`config.mk`:
```
export PLATFORM = sky130hd
export DESIGN_NAME = maj7_serial_voter
export DESIGN_NICKNAME = d
export VERILOG_FILES = /design/src/rtl/maj_pkg.sv /design/src/rtl/maj7.sv /design/src/rtl/maj7_serial_voter.sv
export SDC_FILE = /design/constraint.sdc
export NUM_CORES = 1
export LEC_CHECK = 0
export CELL_PAD_IN_SITES_DETAIL_PLACEMENT = 1
export CELL_PAD_IN_SITES_GLOBAL_PLACEMENT = 1
export CORE_ASPECT_RATIO = 1.2
export CORE_MARGIN = 2
export CORE_UTILIZATION = 43
export CTS_BUF_LIST = sky130_fd_sc_hd__clkbuf_8
export CTS_CLUSTER_DIAMETER = 200
export DETAILED_ROUTE_END_ITERATION = 12
export HOLD_SLACK_MARGIN = 0.02
export MAX_ROUTING_LAYER = met4
export PLACE_DENSITY_LB_ADDON = 0.1
export SYNTH_ARGS = -nofsm -noshare
export SYNTH_HDL_FRONTEND = slang
export SYNTH_SLANG_ARGS = --single-unit
```
`constraint.sdc`:
```
create_clock -name clk -period 4.25 [get_ports clk]
set_input_delay 0.425 -clock clk [delete_from_list [all_inputs] [get_ports clk]]
set_output_delay 0.425 -clock clk [all_outputs]
set_load 0.02 [all_outputs]
```
`src/rtl/maj_pkg.sv`:
```
//------------------------------------------------------------------------------
// Module   : maj_pkg
// Brief    : Shared constants and state type for the 7-vote majority datapath.
// Revision : 1.0 - initial release
//------------------------------------------------------------------------------
`default_nettype none

package maj_pkg;
   localparam int N_VOTES    = 7;
   localparam int CNT_W      = 3;
   localparam int MAJ_THRESH = 4;

   typedef enum logic [0:0] {
      COLLECT = 1'b0,
      RESULT  = 1'b1
   } state_t;
endpackage

`default_nettype wire

```
`src/rtl/maj7.sv`:
```
//------------------------------------------------------------------------------
// Module   : maj7
// Brief    : Combinational 7-input majority gate.
// Revision : 1.0 - initial release
//------------------------------------------------------------------------------
`default_nettype none

module maj7
   import maj_pkg::*;
(
   input  logic v0,
   input  logic v1,
   input  logic v2,
   input  logic v3,
   input  logic v4,
   input  logic v5,
   input  logic v6,
   output logic majority
);

   logic [CNT_W-1:0] w_sum;

   assign w_sum = {2'b00, v0} + {2'b00, v1} + {2'b00, v2} + {2'b00, v3}
                + {2'b00, v4} + {2'b00, v5} + {2'b00, v6};

   assign majority = (w_sum >= CNT_W'(MAJ_THRESH));

endmodule

`default_nettype wire

```
`src/rtl/maj7_serial_voter.sv`:
```
//------------------------------------------------------------------------------
// Module   : maj7_serial_voter
// Brief    : Collects seven serial votes and presents majority and ones-count.
// Revision : 1.0 - initial release
//------------------------------------------------------------------------------
`default_nettype none

module maj7_serial_voter
   import maj_pkg::*;
#(
   parameter int N_VOTES = maj_pkg::N_VOTES,
   parameter int CNT_W   = maj_pkg::CNT_W
)(
   input  logic             clk,
   input  logic             rst,
   input  logic             in_valid,
   output logic             in_ready,
   input  logic             in_vote,
   input  logic             flush,
   output logic             out_valid,
   input  logic             out_ready,
   output logic             out_majority,
   output logic [CNT_W-1:0] out_ones,
   output logic             busy
);

   function automatic logic [CNT_W-1:0] popcount(input logic [N_VOTES-1:0] w);
      logic [CNT_W-1:0] s;
      s = '0;
      for (int i = 0; i < N_VOTES; i++) begin
         s = s + CNT_W'(w[i]);
      end
      return s;
   endfunction

   state_t             r_state;
   state_t             w_state_nxt;
   logic [CNT_W-1:0]   r_cnt;
   logic [N_VOTES-1:0] r_vote;
   logic [N_VOTES-1:0] w_next_word;
   logic               w_accept;
   logic               w_last;
   logic               w_handshake;
   logic               w_majority;

   assign in_ready    = (r_state == COLLECT) && !rst;
   assign out_valid   = (r_state == RESULT);
   assign busy        = (r_state == RESULT) || (r_cnt != '0);
   assign w_accept    = in_valid && in_ready;
   assign w_last      = (r_cnt == CNT_W'(N_VOTES - 1));
   assign w_handshake = out_valid && out_ready;

   // Vote word as it will look after this cycle's accept, so the 7th vote counts.
   always_comb begin
      w_next_word = r_vote;
      for (int i = 0; i < N_VOTES; i++) begin
         if (r_cnt == CNT_W'(i)) begin
            w_next_word[i] = in_vote;
         end
      end
   end

   maj7 u_maj7 (
      .v0       (w_next_word[0]),
      .v1       (w_next_word[1]),
      .v2       (w_next_word[2]),
      .v3       (w_next_word[3]),
      .v4       (w_next_word[4]),
      .v5       (w_next_word[5]),
      .v6       (w_next_word[6]),
      .majority (w_majority)
   );

   always_ff @(posedge clk or posedge rst) begin
      if (rst) begin
         r_state <= COLLECT;
      end else begin
         r_state <= w_state_nxt;
      end
   end

   always_comb begin
      w_state_nxt = r_state;
      if (flush) begin
         w_state_nxt = COLLECT;
      end else begin
         case (r_state)
            COLLECT: if (w_accept && w_last) w_state_nxt = RESULT;
            RESULT:  if (out_ready)          w_state_nxt = COLLECT;
            default:                         w_state_nxt = COLLECT;
         endcase
      end
   end

   always_ff @(posedge clk or posedge rst) begin
      if (rst) begin
         r_cnt        <= '0;
         r_vote       <= '0;
         out_majority <= 1'b0;
         out_ones     <= '0;
      end else if (flush) begin
         r_cnt        <= '0;
         r_vote       <= '0;
         out_majority <= 1'b0;
         out_ones     <= '0;
      end else begin
         if (w_accept) begin
            r_vote <= w_next_word;
            if (w_last) begin
               r_cnt        <= '0;
               out_majority <= w_majority;
               out_ones     <= popcount(w_next_word);
            end else begin
               r_cnt <= r_cnt + 1'b1;
            end
         end
         if (w_handshake) begin
            r_vote <= '0;
         end
      end
   end

   a_cnt_range: assert property (@(posedge clk) disable iff (rst) r_cnt < CNT_W'(N_VOTES));

endmodule

`default_nettype wire

```
==> impl_metrics.ini, run 1 <==
[power_and_ir_drop]
cellLeakagePower_nw = 0.451
power.density_mw_per_mm2 = 282
finalPower_uw = 305
ir_drop_v = 0.000216

[timing]
period_needed_ns = 3.75
tns_ns = 0
clock.fmax_mhz = 267
max_slew_margin = 0.513
final-hold-violation-count = 0
fin_hold_ws_ns = 0.521
maxSlewViolCount = 0
rsz0062_at_grt = false
tightest_slew_ns = 0.729
period_share = 0.882
setup_viol = 0
fin_skew_ns = 0.00334

[run]
maxCapViolCount = 0

[worst_setup_path]
rr_endpoint = out_ones[1]
r2r_setup_slack_ns = 0.50
rr_startpoint = r_cnt[0]
worst_path_max_delay_cell = fa_1
cp_data_required_time_ns = 4.41
cpPeakStageDelay_ns = 0.56
worstSetupStartpointType = register
critPathKind = reg -> reg
arrival_ns = 3.91
reg2regPathDepth = 10
crit_chain = and2_1 -> ha_1 -> mux2_2 -> fa_1 -> fa_1 -> inv_1 -> fa_1 -> fa_1 -> or3_1 -> a21oi_1
crit_fanout = 11
crit_top_cell = fa_1
setup.worst_path.end_class = register

[clock_tree]
cts_setup_buffers = 0
cts-resized-gates = 0
h-tree-depth = 1
cts.sinks = 14
cts_buffers = 3
clk_latency_ns = 0.24
clk_transition_reported_paths_ns = 0.06
cts_root_buffer = clkbuf_8
hold_buffers = 0
tritoncts = done
cts_buffer_depth = 2

[synthesis]
synth_top_area_cell = dfrtp_1
synth_edf_count = 0
netlist.area_leader.share = 0.386
synth_area_um2 = 908
synth_flop_cell = dfrtp_1
synth_area_leaders = dfrtp_1, fa_1, mux2_2
synth_common_cells = dfrtp_1, inv_1, a21oi_1
syn_nets = 103
ys_seq_area_frac = 0.386
ys_types = 25
synth_most_common_cell = dfrtp_1
syn_area_per_cell_um2 = 9.87
ys_ff_latch = 14
syn_inst = 92
synth_warnings = 0
synth-async-reset-ratio = 1.00

[die]
rows = 18
coreArea_mm2 = 0.00203
start_util = 0.448
num_io_pins = 13
dieArea_mm2 = 0.00250
fp.dieW_um = 46.0
dieHeight_um = 54.4

[detailed_routing]
ant_nets = 0
drt-initial-drc-count = 6
via_per_inst = 5.71
num_vias = 697
drt_pass1_iterations = 3
finalWirelength_um = 2030
wire_per_inst_um = 16.7
route.detailed.drc = 0

[final_layout]
syn_to_final_growth_pct = 18.9
fillers = 231
layout-drive-gt1-share = 0.157
nNetsFinal = 114
finalCoreUtilization = 0.533
antenna_cells = 0

[global_routing]
grt_pass1_vias = 727
antenna_found_initial = 0
grt_pass1_wl_um = 3480
overflow = 0
track_usage = 0.207
grt_max_degree = 21

[worst_hold_path]
hold_path_startpoint = r_vote[4]
hold_path_depth = 2
hold-path-endpoint = r_vote[4]
min_path_type = reg -> reg

[placed_design]
place.gp.congestion = 0.711
hpwl_um = 1530
io_buffer_count = 12

[outcome]
status = completed
-- routing by layer --
| layer | GRT usage | share of wire | routed length, um | vias up |
|---|---|---|---|---|
| li1 | - | - | - | 343 |
| met5 | - | 0 | 0 | - |
| met2 | 0.303 | 0.50 | 1030 | 6 |
| met4 | 0.0857 | 0.0069 | 14 | 0 |
| met3 | 0.0297 | 0.016 | 33 | 2 |
| met1 | 0.285 | 0.47 | 957 | 346 |
-- cell type report --
class	instances	area (um^2)	area share
timing repair buffer	13	128	0.118
tap	20	25.0	0.0232
inverter	12	45.0	0.0417
clock buffer	4	55.1	0.0510
multi-input combinational	59	477	0.441
sequential	14	350	0.324
-- critical path: cells and delay by family, from the launching register on --
family	cells	cell delay, ns
fa+ha+maj	5	2.08
simple gates	2	0.56
flops	1	0.49
mux	1	0.36
compound gates	1	0.13
buf+inv	1	0.06
-- worst max-delay path by stage --
stage                  start     endpoint  slack (ns)  cells past startpoint
global placement     in_vote  out_ones[1]        0.45                      9
finish              r_cnt[0]  out_ones[1]        0.50                     10
CTS                 r_cnt[0]  out_ones[1]        0.50                     10
global route        r_cnt[0]  out_ones[1]        0.32                     10
floorplan           r_cnt[2]  out_ones[1]        0.64                     11
detailed placement   in_vote  out_ones[1]        0.39                      9
-- per-stage QoR --
step	setup slack, ns	instances	cell area (um^2)
floorplan	0.642	92	908
global placement	0.448	118	1020
detailed placement	0.389	118	1020
CTS	0.499	122	1080
global route	0.315	122	1080
finish	0.501	122	1080
-- cells by family (layout without fill, tap and decap cells) --
kind of cell,count (synthesis),after routing,synth area share
DFF,14,14,0.386
and+or+nand+nor,21,21,0.157
AOI/OAI and AO/OA,26,26,0.182
muxes,7,7,0.0840
buffers and inverters,19,29,0.0895
adders and majority gates,5,5,0.102
-- where the power goes --
part / internal [mW] / switching [mW] / total, mW
clock: 0.0820 / 0.0470 / 0.129
combinational: 0.0173 / 0.0210 / 0.0383
sequential: 0.135 / 0.00247 / 0.137
total: 0.234 / 0.0705 / 0.305
-- sequential cells by signal (all words and copies together) (netlist names) --
| signal | flops |
|---|---|
| r_vote | 7 |
| r_cnt | 3 |
| out_ones | 2 |
| out_valid | 1 |
| out_majority | 1 |
-- placed cells by master (no fill, tap or decap) --
cell type / instances
a211o_1: 1
a21oi_1: 7
a22oi_1: 6
a2bb2oi_1: 1
a32o_1: 1
and2_1: 1
buf_4: 1
clkbuf_8: 4
clkdlybuf4s50_1: 12
dfrtp_1: 14
fa_1: 4
ha_1: 1
inv_1: 12
mux2_2: 5
mux2i_1: 2
nand2_1: 3
nand3b_1: 2
nor2_1: 3
nor4b_2: 1
o21ai_0: 4
o22ai_1: 6
or2_2: 1
or3_1: 4
or3b_1: 2
or3b_2: 4
(Power assumes the default switching activity.)
==> run 2: changes to the inputs <==
- CAP_MARGIN: unset -> 20
==> results of run 2 <==
No change in the layout: final DEF, timing and power equal those of run 1.
